<file path="src/rtl/spi_slave_rx.sv">
// spi_slave_rx: SPI receive deserializer with a show-ahead receive FIFO.
//
// While ss is low, mosi is sampled on every rising clk edge and assembled
// MSB-first into WIDTH-bit words. Each completed word goes straight into a
// DEPTH-entry FIFO on the edge that samples its last bit.
//
// Ports:
//   clk, rst       clock; synchronous active-high reset
//   ss, mosi       active-low slave select and serial data from spi_master
//   rd_en          pop request (ignored while empty)
//   rd_data        head-of-FIFO word, valid while empty=0
//   empty, full    FIFO holds 0 / DEPTH words
//   level          number of words held
//   busy           a frame is partly received
//   frame_err      one-cycle pulse when ss rises mid-frame
//   overflow       sticky; a completed word was dropped because FIFO was full
//   ovf_clr        clears overflow (a coincident drop keeps it set)
//   par_err        (SPI_RX_PARITY_EN only) one-cycle pulse on parity mismatch
//
// Optional build macro SPI_RX_PARITY_EN: each word is followed by an even
// parity bit; the word is pushed on the parity edge only if parity matches.
module spi_slave_rx #(
  parameter int WIDTH = 8,
  parameter int DEPTH = 4
) (
  input  logic                     clk,
  input  logic                     rst,
  input  logic                     ss,
  input  logic                     mosi,
  input  logic                     rd_en,
  output logic [WIDTH-1:0]         rd_data,
  output logic                     empty,
  output logic                     full,
  output logic [$clog2(DEPTH):0]   level,
  output logic                     busy,
  output logic                     frame_err,
  output logic                     overflow,
  input  logic                     ovf_clr
`ifdef SPI_RX_PARITY_EN
  ,
  output logic                     par_err
`endif
);

  localparam int CW = $clog2(WIDTH);
  localparam int PW = $clog2(DEPTH);
  localparam int LW = PW + 1;

`ifdef SPI_RX_PARITY_EN
  typedef enum logic [1:0] {IDLE, SHIFT, PARITY} state_t;
`else
  typedef enum logic [1:0] {IDLE, SHIFT} state_t;
`endif

  state_t            state;
  logic [CW-1:0]     cnt;
  logic [WIDTH-1:0]  shreg;
  logic [WIDTH-1:0]  mem [DEPTH];
  logic [PW-1:0]     wr_ptr;
  logic [PW-1:0]     rd_ptr;

  logic              push;
  logic              pop;
  logic              can_write;
  logic [WIDTH-1:0]  push_word;
  logic [CW-1:0]     bit_idx;

  assign empty     = (level == '0);
  assign full      = (level == LW'(DEPTH));
  assign busy      = (state != IDLE);
  assign rd_data   = mem[rd_ptr];
  assign pop       = rd_en && !empty;
  // A pop on the same edge frees the slot the push needs.
  assign can_write = !full || pop;
  assign bit_idx   = CW'(WIDTH - 1) - cnt;

  always_comb begin
    push      = 1'b0;
    push_word = shreg;
`ifdef SPI_RX_PARITY_EN
    // Data bits are already complete in shreg; mosi is the parity bit.
    if (state == PARITY && !ss) begin
      push = (mosi == ^shreg);
    end
`else
    // Last data bit bypasses the shift register so the push has no latency.
    push_word[0] = mosi;
    if (state == SHIFT && !ss && cnt == CW'(WIDTH - 1)) begin
      push = 1'b1;
    end
`endif
  end

  always_ff @(posedge clk) begin
    if (rst) begin
      state     <= IDLE;
      cnt       <= '0;
      shreg     <= '0;
      wr_ptr    <= '0;
      rd_ptr    <= '0;
      level     <= '0;
      frame_err <= 1'b0;
      overflow  <= 1'b0;
`ifdef SPI_RX_PARITY_EN
      par_err   <= 1'b0;
`endif
      for (int unsigned i = 0; i < DEPTH; i++) begin
        mem[i] <= '0;
      end
    end else begin
      frame_err <= 1'b0;
`ifdef SPI_RX_PARITY_EN
      par_err   <= 1'b0;
`endif

      case (state)
        IDLE: begin
          if (!ss) begin
            shreg[WIDTH-1] <= mosi;
            cnt            <= CW'(1);
            state          <= SHIFT;
          end
        end
        SHIFT: begin
          if (ss) begin
            frame_err <= 1'b1;
            cnt       <= '0;
            state     <= IDLE;
          end else if (cnt == CW'(WIDTH - 1)) begin
            cnt <= '0;
`ifdef SPI_RX_PARITY_EN
            shreg[0] <= mosi;
            state    <= PARITY;
`else
            state    <= IDLE;
`endif
          end else begin
            shreg[bit_idx] <= mosi;
            cnt            <= cnt + CW'(1);
          end
        end
`ifdef SPI_RX_PARITY_EN
        PARITY: begin
          state <= IDLE;
          if (ss) begin
            frame_err <= 1'b1;
          end else if (mosi != ^shreg) begin
            par_err <= 1'b1;
          end
        end
`endif
        default: state <= IDLE;
      endcase

      if (pop) begin
        rd_ptr <= rd_ptr + PW'(1);
      end
      if (push && can_write) begin
        mem[wr_ptr] <= push_word;
        wr_ptr      <= wr_ptr + PW'(1);
      end

      if (push && !can_write) begin
        overflow <= 1'b1;
      end else if (ovf_clr) begin
        overflow <= 1'b0;
      end

      case ({push && can_write, pop})
        2'b10:   level <= level + LW'(1);
        2'b01:   level <= level - LW'(1);
        default: level <= level;
      endcase
    end
  end

endmodule

</file>
<file path="config.mk">
export PLATFORM = sky130hd
export DESIGN_NAME = spi_slave_rx
export DESIGN_NICKNAME = d
export VERILOG_FILES = /design/src/rtl/spi_slave_rx.sv
export SDC_FILE = /design/constraint.sdc
export NUM_CORES = 1
export LEC_CHECK = 0
export ABC_AREA = 1
export BUFFER_PORTS_ARGS = -buffer_cell sky130_fd_sc_hd__buf_2
export CORE_UTILIZATION = 38
export DETAILED_ROUTE_END_ITERATION = 8
export SLEW_MARGIN = 20
export SYNTH_ARGS = -nofsm -noshare
export SYNTH_HDL_FRONTEND = slang
export SYNTH_SLANG_ARGS = --single-unit
</file>
<file path="constraint.sdc">
create_clock -name clk -period 5.2 [get_ports clk]
set_clock_uncertainty 0.15 [all_clocks]
set_input_delay 0.52 -clock clk [delete_from_list [all_inputs] [get_ports clk]]
set_output_delay 0.52 -clock clk [all_outputs]
set_load 0.02 [all_outputs]
</file>
; ---- After elaboration in Yosys (flattened, before gate mapping)
; Memories as Yosys holds them, arrays and structs flattened. A register that Yosys moved wholly into a read port is not among the register bits.
; Index checks and enable logic that the tools add are counted.
[word_totals]
ff_bits = 22
latch_bits = 0
ram_bits = 32
romBits = 0
inputBits = 6
out_inout_bits = 16
wordCells = 83
n_memories = 1
[mem_list]
columns = memory, words, word_bits, read_ports, rd_ports_with_merged_regs, wr, line
row1 = mem, 4, 8, 1, 1, 4, 58  ; logic [WIDTH-1:0] mem [DEPTH];
[classes]
n_addsub = 6
multipliers = 0
n_div = 0
n_lt_le_gt_ge = 2
eq_ne = 9
shift = 0
mux = 30
n_bitwise = 3
n_reduce_logical = 23
[ops]
columns = cell, count
row1 = $mux 8, 3
row2 = $mux 1, 12
row3 = $mux 2, 6
row4 = $pmux 3 s2, 2
row5 = $mux 3, 3
row6 = $bwmux 8, 1
row7 = $reduce_bool 2->1, 4
row8 = $reduce_or 8->1, 1
row9 = $add 3x1->3 const B, 2
row10 = $eq 3x3->1 const B, 2
row11 = $logic_and 1x1->1, 6
row12 = $ne 2x2->1 const B, 3
row13 = $add 2x1->2 const B, 2
row14 = $eq 2x1->1 const B, 2
row15 = $logic_not 1->1, 4
row16 = $lt 3x4->1 const B, 1
row17 = $pmux 2 s2, 1
row18 = $reduce_and 2->1, 2
row19 = $reduce_and 4->1, 1
row20 = $demux 1 s3, 1
row21 = $ge 3x1->1 const B, 1
row22 = $logic_not 3->1, 1
row23 = $ne 3x2->1 const B, 1
row24 = $not 1->1, 3
row25 = other kinds (8), 8

; ---- Longest topological paths before layout
[depth]
ltp_word = 10
depth_mapped = 11
depth_no_buf = 11

; ---- Worst setup path after synthesis
; OpenSTA, ideal clock, no wires.
[synth_timing]
path_kind = reg-to-reg
startpoint = register cnt[0]
endpoint = memory mem[0][0], enable pin
setup_ns = 0.374
t_arrival_ns = 1.720
required_time_ns = 4.676
path_slack_ns = 2.957
stages_incl_launch_ff = 9
path_buffers = 0
period_less_slack_ns = 2.243
cell_sequence = dfxtp_1 > ha_1 > ha_1 > nand2_1 > nor2_4 > nand2_4 > nor2_8 > nand2_4 > o21ai_1
[synth_lines]
columns = item, line
row1 = start: declaration, 56  ; logic [CW-1:0] cnt;
row2 = start signal: assignment, 139  ; cnt <= cnt + CW'(1);
row3 = end: declaration, 58

==> run_results.csv <==
group,metric,value,unit
status,status,"finished clean",
global_routing,grt_max_degree,20,
yosys,yosys.area_share.xor_xnor,0,
clock_network,htreeDepth,2,
critical_path,endpoint,"mem[2][2]",
hold_path,holdCritPathClass,"flop to flop",
critical_path,critPathMaxFanout,19,
placed_design,routabilityCongestion,0.828,
yosys,synthFlopType,"edfxtp_1",
critical_path,rr_worst_depth,8,
yosys,synth_compound_area_frac,0.101,
floorplan,die_w,82.2,µm
drt,viasPerCell,5.15,
yosys,syn_area,2440,µm²
clock_network,cts_tree,"yes",
timing,worst_pin_slew,0.673,ns
drt,drtAntennaViolNets,0,
power,p_leak,0.00101,µW
yosys,synth_top_family_by_area,"simple AND/OR/NAND/NOR gates",
drt,vias,1828,
final_layout,postLayoutCellArea,2690,µm²
drt,firstDrtPassIters,4,
final_layout,diodes,0,
global_routing,antenna_found_initial,0,
placed_design,port_buffers,21,
timing,max_freq,385,MHz
critical_path,cp_data_arrival_time,2.40,ns
drt,drt_iter0_drc,127,
yosys,yosys_warnings,0,
yosys,synthAdderAreaFrac,0.0184,
drt,drt_wl_total,4940,µm
timing,setup_viol,0,
critical_path,required,5.00,ns
clock_network,cts_hold_buf,0,
critical_path,worstReg2RegEnd,"mem[2][2]",
yosys,syn_area_per_cell,9.47,µm²
global_routing,grtUsageTotal,0.171,
yosys,synth-edff-count,32,
power,peakVddDrop,0.283,mV
final_layout,drive_above_1_share,0.168,
critical_path,startpoint,"cnt[0]",
yosys,synth_seq_cells,54,
critical_path,r2r-start,"cnt[0]",
clock_network,cts_setup_buffers,0,
flow_run,maxCapViolations,0,
clock_network,cts_made_buffers,5,
final_layout,final_cell_mix,"nor2_1, edfxtp_1, inv_1",
yosys,synth_nets,267,
yosys,synth.distinct_cells,27,
critical_path,cp-start-kind,"flop",
final_layout,seq_area,1400,µm²
critical_path,ff2ff_setup_slack,2.60,ns
clock_network,clock_latency,0.31,ns
yosys,synth-seq-area-share,0.574,
final_layout,final_common_cell,"nor2_1",
timing,period_share,0.499,
global_routing,grt_pass1_vias,1717,
timing,finalHoldViolCount,0,
placed_design,place_hpwl,3620,µm
clock_network,cts_buffer_depth,2,
critical_path,setup.worst_path.class,"flop to flop",
floorplan,ios,22,
final_layout,num-fill-cells,604,
drt,drc,0,
placed_design,placed_area,2610,µm²
yosys,synth_simple_gate_area_frac,0.243,
timing,rsz0062_at_grt,"false",
floorplan,dieArea,6750,µm²
drt,wl_per_cell,13.9,µm
yosys,synthCells,258,
floorplan,start_util,0.403,
global_routing,grt_pass1_wl,8400,µm
floorplan,die_h,82.2,µm
yosys,synthArstFlopShare,0,
clock_network,cts_sinks,54,
timing,period_needed,2.60,ns
timing,slew_violations,0,
power,p_per_area,398,nW/µm²
floorplan,num_rows,28,
final_layout,finalNetCount,288,
final_layout,multi_input_area,887,µm²
timing,final.setup.tns,0,ns
yosys,synthMuxAreaShare,0,
critical_path,end_kind,"flop",
clock_network,clk_pin_slew,0.10,ns
final_layout,syn2layout_area_growth,10.3,%
global_routing,gr-total-overflow,0,
clock_network,clockRootBuffer,"clkbuf_8",
timing,relSlewSlack,0.548,
clock_network,ctsResizeCount,0,
floorplan,core_area,6060,µm²
[area by class of cell]
class	count	share of cell area
clock buffer	6	0.0269
tap	75	0.0348
sequential	54	0.520
multi-input combinational	165	0.329
timing repair buffer	21	0.0390
inverter	32	0.0446
clock inverter	2	0.00511
[cell usage after synthesis (3+ instances only)]
master / count / area share
nor3_1: 14 / 0.029
inv_1: 28 / 0.043
nand4_1: 3 / 0.0077
dfxtp_1: 22 / 0.18
a31oi_1: 4 / 0.010
edfxtp_1: 32 / 0.39
nor4_1: 5 / 0.013
a21oi_1: 12 / 0.025
nand2_1: 26 / 0.040
inv_2: 4 / 0.0061
clkbuf_1: 6 / 0.0092
nor2_1: 45 / 0.069
o21ai_0: 19 / 0.039
o22ai_1: 8 / 0.020
nand3_1: 6 / 0.012
nor3_2: 10 / 0.041
[worst min-delay path by stage]
| stage | from | to | slack, ns | cells past startpoint |
|---|---|---|---|---|
| after floorplan | rd_ptr[1] | flop | 0.29 | 2 |
| after global placement | rd_ptr[0] | rd_ptr[0] | 0.31 | 1 |
| after detailed placement | rd_ptr[1] | flop | 0.31 | 2 |
| after CTS | rd_ptr[1] | flop | 0.33 | 2 |
| after global routing | rd_ptr[0] | rd_ptr[0] | 0.36 | 1 |
| final | rd_ptr[1] | flop | 0.33 | 2 |
[power breakdown]
| group | total, µW | leakage (µW) | internal [µW] | switching, µW |
|---|---|---|---|---|
| logic | 320 | 0.000457 | 101 | 219 |
| registers | 518 | 0.000509 | 483 | 34.8 |
| clock network | 234 | 0.0000452 | 95.4 | 138 |
| total | 1070 | 0.00101 | 679 | 392 |
[state kept, by name (all words and copies together) (netlist names), named ones only]
| name | flops |
|---|---|
| cnt | 3 |
| frame_err | 1 |
| level | 3 |
| mem | 32 |
| overflow | 1 |
| rd_ptr | 2 |
| shreg | 7 |
| state | 1 |
| wr_ptr | 2 |
[through the flow]
step | worst slack [ns] | utilization | std cells | total power, µW | hold slack (ns)
2_1_floorplan | 2.96 | - | 258 | 753 | 0.286
3_3_place_gp | 2.68 | 0.430 | 347 | 847 | 0.306
3_5_place_dp | 2.64 | 0.430 | 347 | 851 | 0.313
4_1_cts | 2.63 | 0.444 | 355 | 1080 | 0.330
5_1_grt | 2.46 | 0.444 | 355 | 1150 | 0.363
6_report | 2.60 | 0.444 | 355 | 1070 | 0.331
[kinds of logic after synthesis]
| family | count (synthesis) |
|---|---|
| flip-flops | 54 |
| adder cells (fa/ha/maj) | 3 |
| AND/OR/NAND/NOR | 116 |
| buffers and inverters | 39 |
| AO/OA/AOI/OAI | 46 |
[per-layer routing]
| layer | part of all wire | global-route usage |
|---|---|---|
| met1 | 0.48 | 0.223 |
| met2 | 0.46 | 0.283 |
| met3 | 0.049 | 0.0407 |
| met4 | 0.011 | 0.0474 |
| met5 | 0 | 0 |
[worst max-delay path: stages (launching register included)]
cell and delay (ns):
dfxtp_1 0.44, ha_1 0.19, ha_1 0.23, nand2_1 0.13, nor2_4 0.14, nand2_4 0.09, nor2_8 0.12, nand2_4 0.16
o21ai_1 0.59
Note: power is estimated with default switching activity, not from simulation.
